--- src/rtl/fifo_wr_ctrl.sv ---
// rtl/fifo_wr_ctrl.sv - write-domain pointer, flag and memory-port controller for the async FIFO
module fifo_wr_ctrl #(
  parameter int ADDR_WIDTH   = 4,
  parameter int SYNC_STAGES  = 2,
  parameter int AFULL_THRESH = (1 << ADDR_WIDTH) - 2
) (
  input  logic                  wr_clk,
  input  logic                  wr_nrst,
  input  logic                  wr_en,
  input  logic [ADDR_WIDTH:0]   g_rptr,
  input  logic                  clr_overflow,
  output logic [ADDR_WIDTH:0]   g_wrptr,
  output logic [ADDR_WIDTH:0]   b_wrptr,
  output logic                  mem_wr_en,
  output logic [ADDR_WIDTH-1:0] mem_waddr,
  output logic                  full,
  output logic                  almost_full,
  output logic [ADDR_WIDTH:0]   wr_level,
  output logic                  overflow
);

  localparam int PW = ADDR_WIDTH + 1;
  // Full when the write pointer equals the read pointer with its two Gray MSBs inverted.
  localparam logic [PW-1:0] FULL_MASK = PW'(3 << (ADDR_WIDTH - 1));
  localparam logic [PW-1:0] AFULL_LVL = PW'(AFULL_THRESH);

  logic          accept;
  logic [PW-1:0] b_next;
  logic [PW-1:0] g_next;
  logic [PW-1:0] g_rsync;
  logic [PW-1:0] b_rsync;
  logic [PW-1:0] level_next;
  logic [PW-1:0] sync_q [SYNC_STAGES];

  assign accept     = wr_en & ~full & wr_nrst;
  assign mem_wr_en  = accept;
  assign mem_waddr  = b_wrptr[ADDR_WIDTH-1:0];
  assign b_next     = b_wrptr + PW'(accept);
  assign g_next     = b_next ^ (b_next >> 1);
  assign g_rsync    = sync_q[SYNC_STAGES-1];
  assign level_next = b_next - b_rsync;

  always_comb begin
    b_rsync = '0;
    for (int i = 0; i < PW; i++) begin
      b_rsync[i] = ^(g_rsync >> i);
    end
  end

  // Plain flop chain: the Gray pointer changes one bit at a time, so no logic between stages.
  always_ff @(posedge wr_clk or negedge wr_nrst) begin
    if (!wr_nrst) begin
      for (int i = 0; i < SYNC_STAGES; i++) begin
        sync_q[i] <= '0;
      end
    end else begin
      sync_q[0] <= g_rptr;
      for (int i = 1; i < SYNC_STAGES; i++) begin
        sync_q[i] <= sync_q[i-1];
      end
    end
  end

  always_ff @(posedge wr_clk or negedge wr_nrst) begin
    if (!wr_nrst) begin
      b_wrptr     <= '0;
      g_wrptr     <= '0;
      full        <= 1'b0;
      almost_full <= 1'b0;
      wr_level    <= '0;
      overflow    <= 1'b0;
    end else begin
      b_wrptr     <= b_next;
      g_wrptr     <= g_next;
      full        <= (g_next == (g_rsync ^ FULL_MASK));
      almost_full <= (level_next >= AFULL_LVL);
      wr_level    <= level_next;
      if (wr_en && full) begin
        overflow <= 1'b1;
      end else if (clr_overflow) begin
        overflow <= 1'b0;
      end
    end
  end

endmodule
--- config.mk ---
export PLATFORM = sky130hd
export DESIGN_NAME = fifo_wr_ctrl
export DESIGN_NICKNAME = d
export VERILOG_FILES = /design/src/rtl/fifo_wr_ctrl.sv
export SDC_FILE = /design/constraint.sdc
export NUM_CORES = 1
export LEC_CHECK = 0
export CAP_MARGIN = 20
export CORE_AREA = 10 10 63 65
export CTS_BUF_LIST = sky130_fd_sc_hd__clkbuf_16
export DETAILED_ROUTE_END_ITERATION = 8
export DIE_AREA = 0 0 73 75
export PLACE_DENSITY = 0.81
export SKIP_CTS_REPAIR_TIMING = 1
export SLEW_MARGIN = 40
export SYNTH_ARGS = -nofsm -noshare
export SYNTH_HDL_FRONTEND = slang
export SYNTH_SLANG_ARGS = --single-unit
--- constraint.sdc ---
create_clock -name wr_clk -period 3.1 [get_ports wr_clk]
set_input_delay 0.465 -clock wr_clk [delete_from_list [all_inputs] [get_ports wr_clk]]
set_output_delay 0.465 -clock wr_clk [all_outputs]
set_load 0.02 [all_outputs]
==> summary.txt, run 1 <==
Yosys
  – Main synth FF type: dfrtp_1
  – Register area share after synthesis: 54.8%
  – Syn Std Cell Area: roughly 1200 um2
  – Synthesized area per cell: 12.8 um2
  – XOR/XNOR share of the synthesized area: 16.2%
  – Count leader, synth: dfrtp_1
  – Post-synth ARST share: 100%
  – Share of the synthesized area in the top cell type: roughly 55%
  – Mux share of post-synthesis cell area: 0%
  – Largest family of logic cells by synthesized area: XOR/XNOR gates
  – Synth Area in Simple Gates: 7.51%
  – Area leader, netlist: dfrtp_1
  – Adder-Cell Fraction of Synth Area: 7.72%
  – Synth Area in Compound Gates: 7.31%
  – Post-synth EDFFs: 0
  – Top cells by count, synth: dfrtp_1, inv_1, xor2_1
  – Top cells by area, synth: dfrtp_1, ha_1, xor2_1
  – Syn nets: 112
  – Synth Register Bits: 27
  – Synth Warn #: 0
  – Post-Syn Instances: 96
  – Synth unique cells: 26

Setup path
  – R2r endpoint: almost_full$_DFF_PN0_
  – Kind of critical path: primary input to flop
  – CP startpoint: wr_nrst
  – Cell Chain, Critical Path: clkdlybuf4s50_1 > nand2_1 > nor2_1 > ha_1 > ha_1 > xor3_1 > or3_1 > a211o_1 > a21oi_2
  – CP endpoint: full$_DFF_PN0_
  – Worst-path fanout max: 6
  – FF-to-FF setup slack: 0.38 ns
  – Crit start category: primary input
  – Reg2Reg Depth: 9
  – Worst Setup End Kind: flop
  – CP most frequent cell: ha_1
  – Slowest CP cell: clkdlybuf4s50_1
  – FF-to-FF Start: g_rsync[4]$_DFF_PN0_
  – CP peak stage delay: approximately 0.53 ns
  – Arrival time worst endpoint: 2.98 ns
  – Req. time, crit path: 3.30 ns

Timing
  – Setup Total Neg Slack: 0 ns
  – Hold Violations, Final: 0
  – Slew @ Worst Pin: 0.369 ns
  – Max Slew Vio Count: 0
  – Clk_skew: about 0.005 ns
  – Post-layout min period: 2.78 ns
  – RSZ-0062 raised after global routing: no
  – Slew HR: about 75%
  – Fmax: 0.359 GHz
  – Count of final setup violators: 0
  – Fin crit share: 89.8%

Layout
  – # nets final: 146
  – Area Growth Syn to Fin: 33.2%
  – ANT cells: 0
  – Layout Cells excl Fill: 160
  – Share of cells above drive strength 1: 7.75%

Floorplanning
  – Die Y: 75 um
  – Site Rows: 19
  – Die ar.: between 5000 and 6000 um2
  – Ports: 32
  – Core Region: 2710 um2
  – Initial Utilization: 45.5%
  – Die W: 73 um

Placement
  – Number of port buffers: 31
  – Gpl congestion: 0.782
  – Post-DP HPWL: 1960 um
  – Inst Count DP: 156

Clock network
  – Clock Pin Slew Worst Setup and Hold Paths: 0.06 ns
  – Htree depth: 1
  – Bufs on Longest Clock Path: 2
  – TritonCTS clock tree: yes
  – CTS Buf Count: 3
  – CTS Sinks: 27
  – Worst-skew pair later-pin latency: 0.26 ns
  – CTS root buf: clkbuf_16

Detailed routing
  – Vias: around 810
  – Routed len/inst: roughly 16 um
  – Total length of routed wires: 2600 um
  – Post-route ant nets: 0
  – Drt drc: 0
  – Vias per cell: 5.03
  – Pre-Repair DR Iteration Count: 4
  – Iter 0 DRT Violations: 11

Power and ir drop
  – Max VDD drop: ~750 uV
  – P per Cell Area: 1150 nW/um2
  – Leak: 0.000760 uW
  – Total power: roughly 1900 uW

GRT
  – Largest net degree at the start of global routing: 28
  – Global-route wire length before repair: 4330 um
  – Vias in the first global route: between 800 and 900
  – Gr ovfl total: 0
  – Initial antenna violation count: 0
  – Total GRT Usage: between 10% and 20%

Run status
  – Status: finished clean

Run
  – Max Cap Viol: 0

Min path
  – HP Class: flop to flop
==> power breakdown <==
part           internal [uW]  total (uW)  switching (uW)
combinational            504        1030             525
sequential               473         564            91.0
clock                    173         287             114
total                   1150        1880             731
==> layout by cell type, fill, tap and decap left out <==
| cell | synthesis | layout |
|---|---|---|
| a211o_1 | 1 | 1 |
| a21boi_0 | 3 | 3 |
| a21o_1 | 1 | 1 |
| a21oi_2 | 1 | 1 |
| a31oi_1 | 1 | 1 |
| and3_2 | 1 | 1 |
| and4b_2 | 1 | 1 |
| buf_4 | 5 | 4 |
| clkbuf_16 | 0 | 3 |
| clkdlybuf4s50_1 | 0 | 31 |
| dfrtp_1 | 27 | 27 |
| fa_1 | 1 | 1 |
| ha_1 | 6 | 6 |
| inv_1 | 8 | 9 |
| nand2_1 | 4 | 4 |
| nand3_1 | 3 | 3 |
| nor2_1 | 3 | 3 |
| nor2b_1 | 2 | 2 |
| nor3b_1 | 1 | 1 |
| o21a_1 | 1 | 1 |
| o21ai_0 | 4 | 4 |
| o311ai_0 | 1 | 1 |
| or3_1 | 2 | 2 |
| xnor2_1 | 7 | 7 |
| xnor3_1 | 2 | 2 |
| xor2_1 | 8 | 8 |
| xor3_1 | 1 | 1 |
==> routing by layer <==
metal  track usage (%)  up-vias  wire (um)
li1                  -      380          -
met4              4.64        0         40
met2              17.3       26       1290
met5                 0        -          0
met1              11.2      394       1050
met3              4.07        5        216
==> cells by family (layout without fill, tap and decap cells) <==
logic type | after synthesis | in the layout
xor+xnor | 18 | 18
simple gates | 17 | 17
fa+ha+maj | 7 | 7
flops | 27 | 27
buf+inv | 14 | 47
compound gates | 13 | 13
==> flip-flops by register name (all words and copies together) (netlist names) <==
name         count
almost_full      1
b_wrptr          5
full             1
g_rsync          5
g_wrptr          4
overflow         1
sync_q           5
wr_level         5
==> area by class of cell <==
class / count / area (um2)
Inverter: 8 / 30.0
Tap cell: 31 / 38.8
Clock inverter: 1 / 3.75
Sequential cell: 27 / 676
Fill cell: 224 / 1070
Clock buffer: 3 / 75.1
Timing Repair Buffer: 35 / 340
Multi-Input combinational cell: 55 / 478
==> worst max-delay path: cells and delay by family <==
kind / cells / cell delay, ns
fa+ha+maj: 2 / 0.48
compound gates: 2 / 0.43
xor+xnor: 1 / 0.48
buf+inv: 1 / 0.53
simple gates: 3 / 0.58
==> worst min path at each step <==
| stage | start | end | slack [ns] | cells past startpoint |
|---|---|---|---|---|
| floorplan | wr_nrst | almost_full$_DFF_PN0_ | 0.17 | 0 |
| global placement | sync_q[9]$_DFF_PN0_ | g_rsync[4]$_DFF_PN0_ | 0.33 | 0 |
| detailed placement | sync_q[9]$_DFF_PN0_ | g_rsync[4]$_DFF_PN0_ | 0.34 | 0 |
| CTS | sync_q[9]$_DFF_PN0_ | g_rsync[4]$_DFF_PN0_ | 0.35 | 0 |
| global route | sync_q[9]$_DFF_PN0_ | g_rsync[4]$_DFF_PN0_ | 0.36 | 0 |
| finish | sync_q[9]$_DFF_PN0_ | g_rsync[4]$_DFF_PN0_ | 0.35 | 0 |
==> stage by stage <==
step / area [um2] / hold WS [ns] / util (%) / setup slack (ns)
detailed placement: 1560 / 0.336 / 57.7 / 0.0801
finish: 1640 / 0.348 / 60.6 / 0.317
floorplan: 1230 / 0.169 / - / 0.465
global route: 1640 / 0.355 / 60.6 / 0.203
CTS: 1640 / 0.351 / 60.6 / 0.314
global placement: 1560 / 0.333 / 57.7 / 0.153
Note: power is estimated with default switching activity, not from simulation.
==> run 2: changes to the inputs <==
--- a/config.mk
+++ b/config.mk
@@ -6,10 +6,11 @@
 export NUM_CORES = 1
 export LEC_CHECK = 0
 export CAP_MARGIN = 20
-export CORE_AREA = 10 10 63 65
+export CORE_AREA = 10 10 48 86
 export CTS_BUF_LIST = sky130_fd_sc_hd__clkbuf_16
 export DETAILED_ROUTE_END_ITERATION = 8
-export DIE_AREA = 0 0 73 75
+export DIE_AREA = 0 0 58 96
+export MAX_ROUTING_LAYER = met4
 export PLACE_DENSITY = 0.81
 export SKIP_CTS_REPAIR_TIMING = 1
 export SLEW_MARGIN = 40
==> run 2 against run 1 <==
Against the previous run: total power shrank 1.2%; highest routed layer unchanged; critical path depth up 1; maximum frequency about the same; largest power group unchanged; wire length decreased by 3.5%; cell area is 0.61% lower.
==> summary.txt, run 2 (synthesized netlist as in run 1, its figures left out) <==
Setup path
  – Arrival time worst endpoint: 2.92 ns (-0.06 ns)
  – Bufs and invs on worst path: 0 (-1)
  – Reg2Reg Depth: 10 (+1)
  – Kind of critical path: flop to flop
  – FF-to-FF Start: g_rsync[4]$_DFF_PN0_
  – Worst Setup End Kind: flop
  – Worst-path fanout max: 3 (-3)
  – Cell Chain, Critical Path: xnor2_1 > xor2_1 > xor2_1 > xnor2_1 > ha_1 > fa_1 > nor2b_1 > o21ai_0 > a21o_1 > o311ai_0
  – Slowest CP cell: fa_1
  – CP peak stage delay: 0.43 ns (-0.10 ns)
  – FF-to-FF setup slack: 0.32 ns (-0.06 ns)
  – Dominant delay contributor by cell family on the critical path: XOR/XNOR gates
  – Crit start category: flop
  – R2r endpoint: almost_full$_DFF_PN0_
  – Req. time, crit path: 3.24 ns (-0.06 ns)

Layout
  – FF/Latch Area: 676 um2 (unchanged)
  – # nets final: 145 (-0.68%)
  – Layout Cells excl Fill: 157 (-1.9%)
  – Most common cell after layout, fill and taps aside: clkdlybuf4s50_1
  – Share of cells above drive strength 1: 7.03% (-0.72 points)
  – ANT cells: 0 (unchanged)
  – Most frequent cells in the layout: clkdlybuf4s50_1, dfrtp_1, inv_1, xor2_1, xnor2_1
  – Area Growth Syn to Fin: 32.4%
  – FILL cells: 223 (-0.45%)
  – Multi-input gate area: 478 um2 (unchanged)

Run
  – Max Cap Viol: 0 (unchanged)

Power and ir drop
  – P per Cell Area: 1140 nW/um2 (-0.61%)
  – Leak: 0.000755 uW (-0.68%)
  – Clk pwr share: 15.1% (-0.2 points)
  – Combinational power share: 54.9% (+0.2 points)
  – Int Pwr: 1140 uW (-0.46%)
  – Max VDD drop: 530 uV (-30%)
  – Switch Pwr: 713 uW (-2.4%)
  – Sequential fraction of design power: 30.0% (about the same)
  – Switching share of power: 38.4% (-0.47 points)
  – Total power: 1860 uW (-1.2%)

Min path
  – HP Class: flop to flop
  – Worst Hold End: g_rsync[0]$_DFF_PN0_
  – Hold Path Cell Cnt: 0 (unchanged)
  – Worst hold start: sync_q[5]$_DFF_PN0_

Clock network
  – Bufs on Longest Clock Path: 2 (unchanged)
  – CTS root buf: clkbuf_16
  – TritonCTS clock tree: yes
  – Clock Pin Slew Worst Setup and Hold Paths: 0.06 ns (about the same)
  – Worst-skew pair later-pin latency: 0.26 ns (about the same)
  – CTS Sinks: 27 (unchanged)
  – Htree depth: 1 (unchanged)
  – CTS Buf Count: 3 (unchanged)

Timing
  – Hold Violations, Final: 0 (unchanged)
  – Slew @ Worst Pin: 0.345 ns (-0.0246 ns)
  – Slew HR: 76.8% (+1.7 points)
  – Final hold slack: 0.350 ns (+0.00131 ns)
  – RSZ-0062 raised after global routing: no
  – Count of final setup violators: 0 (unchanged)
  – Max Slew Vio Count: 0 (unchanged)
  – Setup Total Neg Slack: 0 ns (unchanged)
  – Clk_skew: 0.00206 ns (-0.00284 ns)
  – Post-layout min period: 2.78 ns (-0.00274 ns)
  – Fin crit share: 89.7% (about the same)
  – Fmax: 0.360 GHz (about the same)

Floorplanning
  – Die ar.: 5570 um2 (+1.7%)
  – Site Rows: 27 (+8)
  – Die Y: 96 um (+28%)
  – Ports: 32 (unchanged)
  – Core Region: 2770 um2 (+2.2%)
  – Initial Utilization: 44.5% (-0.99 points)
  – Die W: 58 um (-21%)

Detailed routing
  – Drt drc: 0 (unchanged)
  – Vias per cell: 5.01 (-0.37%)
  – Total length of routed wires: 2500 um (-3.5%)
  – Pre-Repair DR Iteration Count: 3 (-1)
  – Post-route ant nets: 0 (unchanged)
  – Iter 0 DRT Violations: 23 (+12)
  – Vias: 787 (-2.2%)
  – Routed len/inst: 15.9 um (-1.7%)

GRT
  – Global-route wire length before repair: 4170 um (-3.7%)
  – Total GRT Usage: 9.77% (-0.49 points)
  – Gr ovfl total: 0 (unchanged)
  – Vias in the first global route: 935 (+4.0%)
  – Largest net degree at the start of global routing: 28 (unchanged)
  – Initial antenna violation count: 0 (unchanged)

Placement
  – Post-DP HPWL: 1990 um (+1.5%)
  – Inst Count DP: 153 (-1.9%)
  – Gpl congestion: 0.752 (-3.8%)
  – Number of port buffers: 31 (unchanged)

Run status
  – Status: finished clean
-- run 2: worst max path at each step --
stage | from | end | slack (ns) | depth (start not counted)
after floorplan | wr_nrst | almost_full$_DFF_PN0_ | 0.47 | 10
final | g_rsync[4]$_DFF_PN0_ | almost_full$_DFF_PN0_ | 0.32 | 10
after global placement | wr_nrst | full$_DFF_PN0_ | 0.19 | 9
after CTS | g_rsync[4]$_DFF_PN0_ | almost_full$_DFF_PN0_ | 0.27 | 9
after global routing | g_rsync[4]$_DFF_PN0_ | almost_full$_DFF_PN0_ | 0.10 | 9
after detailed placement | wr_en | almost_full$_DFF_PN0_ | 0.16 | 10
-- run 2: final cells by class --
| class | instances | share of cell area, % |
|---|---|---|
| Sequential cell | 27 | 41.4 |
| Multi-Input combinational cell | 55 | 29.3 |
| Timing Repair Buffer | 34 | 20.4 |
| Clock buffer | 3 | 4.60 |
| Tap cell | 29 | 2.22 |
| Inverter | 8 | 1.84 |
| Clock inverter | 1 | 0.230 |
-- run 2: stage by stage --
stage	utilization (%)	setup slack, ns	cell area [um2]
global route	58.9	0.105	1630
finish	58.9	0.320	1630
floorplan	-	0.465	1230
CTS	58.9	0.267	1630
global placement	56.1	0.194	1550
detailed placement	56.1	0.161	1550
-- run 2: power groups by stage --
stage | Combinational (uW) | Sequential, uW | Clock [uW]
after floorplan | 538 | 680 | 0
after global placement | 1000 | 559 | 0
after detailed placement | 1030 | 566 | 0
after CTS | 1040 | 560 | 288
after global routing | 1120 | 575 | 300
final | 1020 | 557 | 281
-- run 2: routing by layer --
layer | up-vias | share of wire (%) | track usage (%)
met5 | - | 0 | -
met4 | 0 | 3.6 | 6.10
met3 | 9 | 4.7 | 2.77
met2 | 21 | 59 | 17.4
met1 | 380 | 33 | 8.70
li1 | 377 | - | -
==> run 3: changes to the inputs <==
==> constraint.sdc (replaced) <==
create_clock -name wr_clk -period 3.1 [get_ports wr_clk]
set_input_delay 0.62 -clock wr_clk [delete_from_list [all_inputs] [get_ports wr_clk]]
set_output_delay 0.62 -clock wr_clk [all_outputs]
set_load 0.02 [all_outputs]
==> run 3 against run 2 <==
Against the previous run: sequential share of layout area decreased by 0.75 points; count of clock-buffer cells in the layout stayed put; wire length is 1.1% lower; largest power group unchanged; critical endpoint unchanged.
==> summary.txt, run 3 (synthesized netlist as in run 1, its figures left out) <==
Run status
  – Status: finished clean

Layout
  – Area Growth Syn to Fin: 34.8%
  – Most common cell after layout, fill and taps aside: clkdlybuf4s50_1
  – Most frequent cells in the layout: clkdlybuf4s50_1, dfrtp_1, inv_1, xor2_1
  – Multi-input gate area: 478 um2 (unchanged)
  – # nets final: 149 (+2.8%)
  – Share of cells above drive strength 1: 9.85% (+2.8 points)
  – FF/Latch Area: 676 um2 (unchanged)
  – Layout Cells excl Fill: 161 (+2.5%)
  – ANT cells: 0 (unchanged)
  – FILL cells: 223 (unchanged)

Clock network
  – Worst-skew pair later-pin latency: 0.26 ns (about the same)
  – Htree depth: 1 (unchanged)
  – Bufs on Longest Clock Path: 2 (unchanged)
  – Clock Pin Slew Worst Setup and Hold Paths: 0.06 ns (about the same)
  – TritonCTS clock tree: yes
  – CTS Buf Count: 3 (unchanged)
  – CTS root buf: clkbuf_16
  – CTS Sinks: 27 (unchanged)

Timing
  – Fin crit share: 90.3% (+0.64 points)
  – RSZ-0062 raised after global routing: no
  – Fmax: 0.357 GHz (-0.71%)
  – Setup Total Neg Slack: 0 ns (unchanged)
  – Slew @ Worst Pin: 0.381 ns (+0.0369 ns)
  – Clk_skew: 0.00270 ns (+0.000647 ns)
  – Count of final setup violators: 0 (unchanged)
  – Max Slew Vio Count: 0 (unchanged)
  – Hold Violations, Final: 0 (unchanged)
  – Slew HR: 74.3% (-2.5 points)
  – Post-layout min period: 2.80 ns (+0.0197 ns)

Detailed routing
  – Post-route ant nets: 0 (unchanged)
  – Routed len/inst: 15.4 um (-3.5%)
  – Total length of routed wires: 2480 um (-1.1%)
  – Iter 0 DRT Violations: 7 (-70%)
  – Drt drc: 0 (unchanged)
  – Vias: 828 (+5.2%)
  – Vias per cell: 5.14 (+2.6%)
  – Pre-Repair DR Iteration Count: 4 (+1)

Setup path
  – FF-to-FF setup slack: 0.41 ns (+0.09 ns)
  – Worst-path fanout max: 6 (+3)
  – CP most frequent cell: ha_1
  – Reg2Reg Depth: 9 (-1)
  – Worst Setup End Kind: flop
  – Bufs and invs on worst path: 1 (+1)
  – Arrival time worst endpoint: 2.94 ns (+0.02 ns)
  – Req. time, crit path: 3.24 ns (about the same)
  – FF-to-FF Start: g_rsync[4]$_DFF_PN0_
  – CP endpoint: almost_full$_DFF_PN0_
  – R2r endpoint: almost_full$_DFF_PN0_
  – Slowest CP cell: clkdlybuf4s50_1
  – Crit start category: primary input
  – Dominant delay contributor by cell family on the critical path: adder cells
  – CP Depth: 10 (unchanged)
  – Kind of critical path: primary input to flop
  – CP peak stage delay: 0.48 ns (+0.05 ns)
  – Cell Chain, Critical Path: clkdlybuf4s50_1 > nand2_1 > nor2_1 > ha_1 > ha_1 > ha_1 > nor2b_1 > o21ai_0 > a21boi_0 > o311ai_0
  – CP startpoint: wr_nrst

Floorplanning
  – Ports: 32 (unchanged)
  – Die W: 58 um (unchanged)
  – Die Y: 96 um (unchanged)
  – Initial Utilization: 44.5% (unchanged)
  – Site Rows: 27 (unchanged)
  – Core Region: 2770 um2 (unchanged)
  – Die ar.: 5570 um2 (unchanged)

GRT
  – Global-route wire length before repair: 4240 um (+1.7%)
  – Gr ovfl total: 0 (unchanged)
  – Total GRT Usage: 9.90% (+0.12 points)
  – Vias in the first global route: 950 (+1.6%)
  – Largest net degree at the start of global routing: 28 (unchanged)
  – Initial antenna violation count: 0 (unchanged)

Min path
  – HP Class: flop to flop

Power and ir drop
  – Leak: 0.000775 uW (+2.7%)
  – P per Cell Area: 1130 nW/um2 (-0.52%)
  – Max VDD drop: 637 uV (+20%)

Placement
  – Post-DP HPWL: 1990 um (about the same)
  – Inst Count DP: 157 (+2.6%)
  – Gpl congestion: 0.771 (+2.4%)
  – Number of port buffers: 31 (unchanged)

Run
  – Max Cap Viol: 0 (unchanged)
==> run 3: power by group <==
group	internal (uW)	leakage [uW]	switching, uW
Sequential	473	0.000321	84.6
Combinational	518	0.000411	523
Clock	172	0.0000423	111
Total	1160	0.000775	718
==> run 3: per-stage QoR <==
stage	total power, uW	utilization, %	cell area (um2)	setup WS [ns]	hold WS, ns
6_report	1880	60.0	1660	0.300	0.354
3_3_place_gp	1580	57.1	1580	0.0820	0.332
2_1_floorplan	1220	-	1230	0.310	0.324
4_1_cts	1910	60.0	1660	0.283	0.351
3_5_place_dp	1620	57.1	1580	0.0237	0.336
5_1_grt	2020	60.0	1660	0.0373	0.364
==> run 3: cell type report <==
type / count / share of cell area, %
tap: 29 / 2.18
multi-input combinational: 55 / 28.8
clock buffer: 3 / 4.52
sequential: 27 / 40.7
inverter: 8 / 1.81
clock inverter: 1 / 0.226
timing repair buffer: 38 / 21.8
==> run 3: metal layers <==
metal,global-route usage (%),vias up,wire [um]
li1,-,387,-
met1,8.51,415,803
met2,18.5,19,1480
met3,2.90,7,140
met4,4.92,0,53
met5,-,-,0
==> run 3: worst min path at each step <==
stage | cells after the start | end | from
4_1_cts | 0 | g_rsync[2]$_DFF_PN0_ | sync_q[7]$_DFF_PN0_
5_1_grt | 0 | g_rsync[0]$_DFF_PN0_ | sync_q[5]$_DFF_PN0_
2_1_floorplan | 0 | almost_full$_DFF_PN0_ | wr_nrst
6_report | 0 | g_rsync[1]$_DFF_PN0_ | sync_q[6]$_DFF_PN0_
3_5_place_dp | 0 | g_rsync[2]$_DFF_PN0_ | sync_q[7]$_DFF_PN0_
3_3_place_gp | 0 | g_rsync[3]$_DFF_PN0_ | sync_q[8]$_DFF_PN0_
==> run 3: worst register-to-register path, stage by stage, from the launching register on <==
cell      delay [ns]
dfrtp_1         0.41
xnor2_1         0.27
xor2_1          0.27
xor2_1          0.31
xnor2_1         0.11
ha_1            0.22
fa_1            0.41
xnor2_1         0.20
nand2_1         0.08
o311ai_0        0.30
